### src/rtl/er_final_adder_pkg.sv
// Shared widths, bit positions and FSM encoding for the error-recovery final adder.
// Bit numbering follows the multiplier layers: e1/p bit 1 carries weight 2^0.
package er_final_adder_pkg;

    localparam int ER_W   = 32;
    localparam int EP_LSB = 9;
    localparam int EP_MSB = 24;
    localparam int E1_MSB = 31;

    typedef enum logic [1:0] {
        ST_IDLE = 2'd0,
        ST_ADD  = 2'd1,
        ST_DONE = 2'd2
    } er_state_t;

    // Number of clocks needed to sweep the full product width chunk by chunk.
    function automatic int er_nch(input int chunk);
        return (ER_W + chunk - 1) / chunk;
    endfunction

endpackage

### src/rtl/er_chunk_add.sv
// Purpose: one W-bit slice of the final ripple, a + b + cin -> sum, cout.
// Latency: combinational.
// Backpressure: none, pure datapath.
module er_chunk_add #(
    parameter int W = 8
) (
    input  logic [W-1:0] a,
    input  logic [W-1:0] b,
    input  logic         cin,
    output logic [W-1:0] sum,
    output logic         cout
);

    assign {cout, sum} = {1'b0, a} + {1'b0, b} + {{W{1'b0}}, cin};

endmodule

### src/rtl/er_final_adder.sv
// Purpose: adds Layer4's e1 and (optionally) the ep recovery vector into p, CHUNK bits per clock.
// Latency: NCH clocks in ADD after the accept edge, result then held in DONE.
// Backpressure: in_ready only in IDLE; out_valid/p held stable until out_ready.
module er_final_adder
    import er_final_adder_pkg::*;
#(
    parameter int CHUNK = 8
) (
    input  logic                 clk,
    input  logic                 rst_n,
    input  logic                 in_valid,
    output logic                 in_ready,
    input  logic [E1_MSB:1]      e1,
    input  logic [EP_MSB:EP_LSB] ep,
    input  logic                 rec_en,
    output logic                 out_valid,
    input  logic                 out_ready,
    output logic [ER_W:1]        p,
    output logic                 busy
);

    localparam int NCH = er_nch(CHUNK);
    // Operands are padded to a whole number of chunks so the last partial slice needs no special case.
    localparam int PW  = NCH * CHUNK;
    localparam int CW  = $clog2(NCH) + 1;

    er_state_t       state_q, state_d;
    logic [PW-1:0]   a_q, b_q, p_q, p_nxt;
    logic [PW-1:0]   a_op, b_op;
    logic            carry_q;
    logic [CW-1:0]   cnt_q;
    logic [CHUNK-1:0] slice_sum;
    logic            slice_cout;

    assign a_op = PW'({1'b0, e1});
    assign b_op = rec_en ? PW'({{(ER_W - EP_MSB){1'b0}}, ep, {(EP_LSB - 1){1'b0}}}) : '0;

    // a_q/b_q shift right each ADD cycle, so the active slice always sits at bit 0.
    er_chunk_add #(.W(CHUNK)) u_chunk_add (
        .a    (a_q[CHUNK-1:0]),
        .b    (b_q[CHUNK-1:0]),
        .cin  (carry_q),
        .sum  (slice_sum),
        .cout (slice_cout)
    );

    always_comb begin
        p_nxt = p_q;
        for (int i = 0; i < NCH; i++) begin
            if (cnt_q == CW'(i)) begin
                p_nxt[i*CHUNK +: CHUNK] = slice_sum;
            end
        end
    end

    always_ff @(posedge clk or negedge rst_n) begin
        if (!rst_n) begin
            state_q <= ST_IDLE;
        end else begin
            state_q <= state_d;
        end
    end

    always_comb begin
        state_d   = state_q;
        in_ready  = 1'b0;
        out_valid = 1'b0;
        busy      = 1'b0;
        case (state_q)
            ST_IDLE: begin
                in_ready = 1'b1;
                if (in_valid) state_d = ST_ADD;
            end
            ST_ADD: begin
                busy = 1'b1;
                if (cnt_q == CW'(NCH - 1)) state_d = ST_DONE;
            end
            ST_DONE: begin
                out_valid = 1'b1;
                if (out_ready) state_d = ST_IDLE;
            end
            default: state_d = ST_IDLE;
        endcase
    end

    always_ff @(posedge clk or negedge rst_n) begin
        if (!rst_n) begin
            a_q     <= '0;
            b_q     <= '0;
            p_q     <= '0;
            carry_q <= 1'b0;
            cnt_q   <= '0;
        end else begin
            if (state_q == ST_IDLE && in_valid) begin
                a_q     <= a_op;
                b_q     <= b_op;
                carry_q <= 1'b0;
                cnt_q   <= '0;
            end else if (state_q == ST_ADD) begin
                a_q     <= a_q >> CHUNK;
                b_q     <= b_q >> CHUNK;
                p_q     <= p_nxt;
                carry_q <= slice_cout;
                cnt_q   <= cnt_q + 1'b1;
            end
        end
    end

    assign p = p_q[ER_W-1:0];

endmodule

### config.mk
export PLATFORM = sky130hd
export DESIGN_NAME = er_final_adder
export DESIGN_NICKNAME = d
export VERILOG_FILES = /design/src/rtl/er_final_adder_pkg.sv /design/src/rtl/er_chunk_add.sv /design/src/rtl/er_final_adder.sv
export SDC_FILE = /design/constraint.sdc
export NUM_CORES = 1
export LEC_CHECK = 0
export CORE_MARGIN = 5
export CORE_UTILIZATION = 47
export CTS_BUF_LIST = sky130_fd_sc_hd__clkbuf_4 sky130_fd_sc_hd__clkbuf_8 sky130_fd_sc_hd__clkbuf_16
export DETAILED_ROUTE_END_ITERATION = 12
export MAX_ROUTING_LAYER = met4
export PLACE_DENSITY_LB_ADDON = 0.3
export SLEW_MARGIN = 15
export SYNTH_ARGS = -nofsm -noshare
export SYNTH_HDL_FRONTEND = slang
export SYNTH_HIERARCHICAL = 1
export SYNTH_SLANG_ARGS = --single-unit
export TNS_END_PERCENT = 1
### constraint.sdc
create_clock -name clk -period 2.1 [get_ports clk]
set_input_delay 0.42 -clock clk [delete_from_list [all_inputs] [get_ports clk]]
set_output_delay 0.42 -clock clk [all_outputs]
set_load 0.005 [all_outputs]
==> summary.txt, run 1 <==
Yosys
  • Syn Inst Count: 375
  • Avg Inst Size Synth: 11.8 um^2
  • Yosys synthesis warning count: 6
  • Yosys top cell area share: 0.524
  • Top post-synthesis cells by area: dfrtp_1 52%, mux2_4 8.1%, nor2b_1 4.7%
  • Sequential area share after synthesis: 0.524
  • Ys flop type: dfrtp_1
  • Yosys reg bits: 93
  • Cell variety after synth: 39
  • Post-synth ARST share: 1.00
  • Top post-synthesis cells by count: 93 x dfrtp_1, 36 x a21oi_1, 35 x o21ai_0, 33 x nor2b_1, 24 x mux2_4
  • Post-synth EDFFs: 0
  • Post-synth top area cell: dfrtp_1
  • Synth Cell Area: 4440 um^2
  • Post-synthesis net count: 441
  • Most frequent cell after synthesis: dfrtp_1

Power and ir drop
  • PD cells: 1300 nW/um^2
  • Seq pwr share: 0.386
  • Int Pwr: 0.00476 W
  • Clk pwr share: 0.154
  • Net switching power: 0.00266 W
  • Leak pwr: 2.57 nW
  • IR drop worst, VDD: 0.489 mV
  • Comb pwr share: 0.460
  • Sw Share: 0.358
  • Final Total Pwr: 0.00742 W

Placement
  • Area after DPL: 5460 um^2
  • GPL Wtd Cong: 0.793
  • Post-placement cell count: 581
  • Port Buffers: 86
  • Post-DP HPWL: 7390 um

Setup path
  • R2R cell count: 6
  • CP Max Fanout: 4
  • Reg2reg end: p[14]$_DFFE_PN0P_
  • Startpoint Class: flop
  • Slowest stage delay, CP: 440 ps
  • Critical path required time: 2340 ps
  • Element type at the critical path end: flop
  • CP max stage cell: dfrtp_1
  • Setup crit start: a_q[2]$_DFFE_PN0P_
  • CP Class: flop to flop
  • R2R setup slack: 40 ps
  • WP data arrival: 2310 ps
  • Crit-path cells: ha_2 -> nand3_1 -> a21oi_1 -> nor4_1 -> a311o_1 -> mux2_4
  • FF-to-FF Start: a_q[2]$_DFFE_PN0P_
  • CP delay by family, top: compound AO/OA/AOI/OAI gates
  • Buf/Inv on CP: 0

Die
  • Width of the die: 107 um
  • Initial Util: 0.480
  • Die H: 107 um
  • Rows: 35
  • Core footprint: 9240 um^2
  • # IOs: 87
  • Die area: 11,500 um^2

Route
  • Initial DRT Pass Iterations: 7
  • Met3 routed WL: 451 um
  • WL/cell: 17.1 um
  • Highest Signal Layer: met4
  • Routed wire length: 10,200 um
  • Drt via density: 5.48
  • Residual DRC count: 0
  • Wire length on met2: 4900 um
  • Met1 Routed Length: 4600 um
  • Routed Antenna Nets: 0
  • DR iter-0 viols: 168
  • Vias: 3,270

Global routing
  • Grt ovf: 0
  • First-pass GRT wire length: 17,200 um
  • Vias in the first global route: 3,274
  • GRT Util Overall: 0.196
  • Initial antenna violation count: 0
  • Largest net degree at the start of global routing: 38

Final layout
  • Core Util, Final: 0.617
  • Layout cell share with drive strength beyond 1: 0.188
  • Nets: 529
  • Number of diodes: 0
  • Design area: 5700 um^2
  • Area Growth Syn to Fin: 28.4%
  • Reg area: 2330 um^2
  • Fillers: 732
  • Multi-input gate area: 1940 um^2
  • Fin cells: 597

STA
  • Fmax: 485 MHz
  • Final worst path period share: 0.982
  • Max-slew headroom: 0.695
  • Setup TNS: 0 ps
  • Final Hold Slack: -4.68 ps
  • Worst-margin pin slew: 458 ps
  • RSZ-0062 raised after global routing: yes
  • Final hold violations: 3
  • Slew Viols, Final: 0
  • # setup viols final: 0
  • Setup Skew: 13.6 ps
  • Period minus WS final: 2060 ps

Clock network
  • Setup Buffers After CTS: 0
  • Root Buffer: clkbuf_8
  • Max H-tree Level: 3
  • Hold buffer count at cts: 0
  • Max Root-Sink Buffers: 2
  • Cts bufs inserted: 9
  • Total clock sinks: 93
  • Clock-pin slew on the worst setup and hold paths: 90 ps
  • CTS tree: built
  • Worst-Skew Late Latency: 370 ps

Worst hold path
  • Hold Crit Class: primary input to asynchronous set/reset pin

Status
  • Failing checks: hold timing
  • Status: finished, violations left

Flow run
  • Max cap viols: 0
==> logic make-up after synthesis <==
| group | Yosys count | synth area share |
|---|---|---|
| fa+ha+maj | 14 | 0.0429 |
| buf+inv | 42 | 0.0485 |
| mux | 32 | 0.101 |
| simple gates | 60 | 0.0832 |
| flops | 93 | 0.524 |
| xor+xnor | 4 | 0.00790 |
| compound gates | 130 | 0.192 |
==> metrics by stage <==
step | hold WS, ps | worst slack [ps]
after floorplan | 124 | 48.4
after global placement | 402 | -27.7
after detailed placement | 403 | -87.1
after CTS | 7.35 | 37.5
after global routing | 35.8 | -6.91
final | -4.68 | 38.0
==> cell type report <==
class / count / area share
sequential: 93 / 0.409
multi-input combinational: 240 / 0.341
timing repair buffer: 103 / 0.178
tap: 129 / 0.0283
clock buffer: 11 / 0.0255
inverter: 16 / 0.0110
clock inverter: 5 / 0.00769
==> placed cells by master (no fill, tap or decap), types with 2 or more instances in the layout <==
master and instances:
a311o_1 2, mux2_2 8, nand2b_1 2, clkbuf_8 10, clkdlybuf4s50_1 84, ha_1 10, a21oi_1 35, a222oi_1 8
dfrtp_2 2, a21o_1 2, o21ai_0 35, buf_12 2, ha_2 2, and3_4 3, clkinvlp_4 2, nand2_1 12
mux2_4 24, a22o_1 18, buf_4 16, nand3_1 2, fa_2 2, a22oi_1 23, dfrtp_1 91, o21bai_2 2
clkinv_4 2, nor2b_1 32, inv_1 14
==> per-layer routing <==
layer,track usage,vias up
li1,-,1539
met1,0.272,1599
met2,0.289,109
met3,0.0289,23
met4,0.0785,0
met5,-,-
==> sequential cells by signal, summed over array words and instances (netlist names) <==
name and flops:
a_q 31, b_q 24, cnt_q 3, carry_q 1, p 32, state_q 2
==> timing repair <==
| action | in CTS | in global routing |
|---|---|---|
| pin swaps | 0 | 1 |
| resized for setup | 3 | 9 |
| endpoints found under the setup margin | 9 | 14 |
==> power by group through the flow <==
stage | Sequential [W] | Combinational (W) | Clock (W)
2_1_floorplan | 0.00275 | 0.00221 | 0
3_3_place_gp | 0.00286 | 0.00327 | 0
3_5_place_dp | 0.00290 | 0.00338 | 0
4_1_cts | 0.00287 | 0.00341 | 0.00116
5_1_grt | 0.00295 | 0.00373 | 0.00123
6_report | 0.00287 | 0.00341 | 0.00114
==> worst max-delay path by stage <==
stage | slack, ps | cells past startpoint | to
after detailed placement | -90 | 6 | p[29]$_DFFE_PN0P_
after global routing | -7 | 6 | p[15]$_DFFE_PN0P_
after global placement | -30 | 6 | p[31]$_DFFE_PN0P_
after CTS | 40 | 6 | p[29]$_DFFE_PN0P_
final | 40 | 6 | p[14]$_DFFE_PN0P_
after floorplan | 50 | 6 | p[29]$_DFFE_PN0P_
No activity file was read; power rests on OpenSTA's default activity.
==> run 2, diff against run 1 <==
- CORE_UTILIZATION: 47 -> 35
==> run 2 against run 1 <==
The run now ends clean; combinational power barely moved; clock skew fell by 6.1 ps; power rose by 6.2%; routed wire length rose by 2.9%.
==> summary.txt, run 2 (synthesis results as in run 1) <==
Placement
  • GPL Wtd Cong: 0.755 (-4.8%)
  • Post-placement cell count: 621 (+6.9%)
  • Port Buffers: 86 (unchanged)
  • Area after DPL: 5500 um^2 (+0.57%)
  • Post-DP HPWL: 7490 um (+1.3%)

Global routing
  • Grt met2 use: 0.224 (-0.0651)
  • GRT met3 Usage: 0.0276 (-0.00125)
  • GR peak layer: met2
  • Grt ovf: 0 (unchanged)
  • Vias in the first global route: 3,271 (-0.092%)
  • Initial antenna violation count: 0 (unchanged)
  • GRT Util Overall: 0.150 (-0.0452)
  • Routing usage on met1: 0.207 (-0.0656)
  • Largest net degree at the start of global routing: 94 (+150%)
  • First-pass GRT wire length: 17,100 um (-0.56%)

Clock network
  • Worst-Skew Late Latency: 330 ps (-40 ps)
  • Total clock sinks: 93 (unchanged)
  • Max Root-Sink Buffers: 2 (unchanged)
  • Hold buffer count at cts: 0 (unchanged)
  • Clock-pin slew on the worst setup and hold paths: 60 ps (-30 ps)
  • Cts bufs inserted: 9 (unchanged)
  • CTS tree: built
  • Max H-tree Level: 3 (unchanged)
  • Root Buffer: clkbuf_16

Setup path
  • Critical path required time: 2320 ps (-20 ps)
  • CP Class: flop to flop
  • R2R cell count: 6 (unchanged)
  • Most used cell, CP: fa_2
  • CP delay by family, top: adder cells
  • Buf/Inv on CP: 0 (unchanged)
  • Element type at the critical path end: flop
  • CP Depth: 6 (unchanged)
  • Startpoint Class: flop
  • CP Max Fanout: 4 (unchanged)
  • WP data arrival: 2250 ps (-60 ps)
  • Crit-path cells: fa_2 -> fa_2 -> a21oi_2 -> o21a_1 -> xnor2_2 -> mux2_4
  • CP max stage cell: fa_2
  • Slowest stage delay, CP: 420 ps (-20 ps)

Die
  • Die area: 15,000 um^2 (+31%)
  • Width of the die: 123 um (+14%)
  • Initial Util: 0.355 (-0.126)
  • # IOs: 87 (unchanged)
  • Core footprint: 12,500 um^2 (+35%)
  • Die H: 123 um (+14%)
  • Rows: 41 (+17%)

Power and ir drop
  • Leak pwr: 2.60 nW (+1.0%)
  • IR drop worst, VDD: 0.785 mV (+60%)
  • Seq pwr share: 0.364 (-0.022)
  • Final Total Pwr: 0.00788 W (+6.2%)
  • Comb pwr share: 0.430 (-0.030)
  • Int Pwr: 0.00518 W (+8.8%)
  • PD cells: 1350 nW/um^2 (+3.8%)
  • Clk pwr share: 0.206 (+0.052)
  • Sw Share: 0.342 (-0.0160)
  • Net switching power: 0.00270 W (+1.4%)

Route
  • Vias: 3,166 (-3.2%)
  • DR iter-0 viols: 167 (-0.60%)
  • WL/cell: 16.4 um (-3.7%)
  • Routed Antenna Nets: 0 (unchanged)
  • Drt via density: 4.96 (-9.4%)
  • Residual DRC count: 0 (unchanged)
  • Initial DRT Pass Iterations: 5 (-2)
  • Routed wire length: 10,500 um (+2.9%)

Final layout
  • Number of diodes: 0 (unchanged)
  • Area Growth Syn to Fin: 31.4%
  • Nets: 527 (-0.38%)
  • Most frequent cells in the layout: 93 x dfrtp_1, 85 x clkdlybuf4s50_1, 35 x o21ai_0
  • Most common cell after layout, fill and taps aside: dfrtp_1
  • Layout cell share with drive strength beyond 1: 0.176 (-0.0121)
  • Fin cells: 638 (+6.9%)
  • Design area: 5830 um^2 (+2.3%)
  • Max FFs per register: 32 (unchanged)

STA
  • # setup viols final: 0 (unchanged)
  • Max-slew headroom: 0.679 (-0.0162)
  • Worst-margin pin slew: 482 ps (+24.3 ps)
  • RSZ-0062 raised after global routing: yes
  • Fmax: 492 MHz (+1.5%)
  • Final hold violations: 0 (-3)
  • Setup TNS: 0 ps (unchanged)
  • Setup Skew: 7.43 ps (-6.12 ps)
  • Period minus WS final: 2030 ps (-30.1 ps)
  • Final worst path period share: 0.968 (-0.0144)
  • Slew Viols, Final: 0 (unchanged)

Flow run
  • Max cap viols: 0 (unchanged)

Status
  • Status: complete, no violations

Worst hold path
  • Hold Crit Class: primary input to asynchronous set/reset pin
## run 2: cell count changes in the layout (fill, tap and decap cells not counted), moves of 2 or more
cell and change:
dfrtp_2 -2, a21oi_2 +2, buf_4 -2, clkbuf_16 +9
clkbuf_8 -10, dfrtp_1 +2
## run 2: stage by stage
| step | hold slack, ps | utilization | setup slack [ps] |
|---|---|---|---|
| finish | 139 | 0.466 | 68.2 |
| global placement | 462 | 0.439 | -28.3 |
| global route | 157 | 0.466 | -16.9 |
| floorplan | 124 | - | 48.4 |
| CTS | 152 | 0.464 | 47.6 |
| detailed placement | 486 | 0.439 | -85.6 |
## run 2: cell type report
cell class / count / area [um^2]
fill: 1197 / 6690
clock inverter: 7 / 76.3
clock buffer: 9 / 225
timing repair buffer: 101 / 996
multi-input combinational: 240 / 1920
sequential: 93 / 2330
tap: 172 / 215
inverter: 16 / 65.1
## run 2: layer usage
layer | vias up | share of wire
met2 | 83 | 0.47
li1 | 1540 | -
met4 | 0 | 0.0094
met3 | 6 | 0.034
met1 | 1537 | 0.49
met5 | - | 0
## run 2: path summary, 6_finish.rpt
path	to	slack, ps	start
worst max-delay path	p[15]$_DFFE_PN0P_	70	carry_q$_DFFE_PN0P_
worst min-delay path	p[24]$_DFFE_PN0P_	140	rst_n
worst max register to register	p[15]$_DFFE_PN0P_	70	carry_q$_DFFE_PN0P_
worst min register to register	b_q[14]$_DFFE_PN0P_	500	b_q[22]$_DFFE_PN0P_
max in group asynchronous	b_q[8]$_DFFE_PN0P_	1610	rst_n
min in group clk	b_q[14]$_DFFE_PN0P_	500	b_q[22]$_DFFE_PN0P_
## run 2: repair_timing
item                       CTS  global route
setup endpoints to repair    9            17
pin swaps                    0             3
gates cloned                 0             0
resized for setup            3             4
buffers inserted             0             1
## run 2: worst reg2reg max path, delay by kind of cell, from the launching register on
family                   cells  cell delay (ps)
AO/OA/AOI/OAI                2              360
XOR/XNOR                     1              100
adder cells (fa/ha/maj)      2              780
flip-flops                   1              400
multiplexers                 1              270
## run 2: power groups by stage
| stage | clock network (W) | registers (W) | logic [W] |
|---|---|---|---|
| 6_report | 0.00163 | 0.00287 | 0.00339 |
| 5_1_grt | 0.00174 | 0.00296 | 0.00372 |
| 3_5_place_dp | 0 | 0.00291 | 0.00335 |
| 3_3_place_gp | 0 | 0.00288 | 0.00326 |
| 4_1_cts | 0.00166 | 0.00288 | 0.00339 |
| 2_1_floorplan | 0 | 0.00275 | 0.00221 |
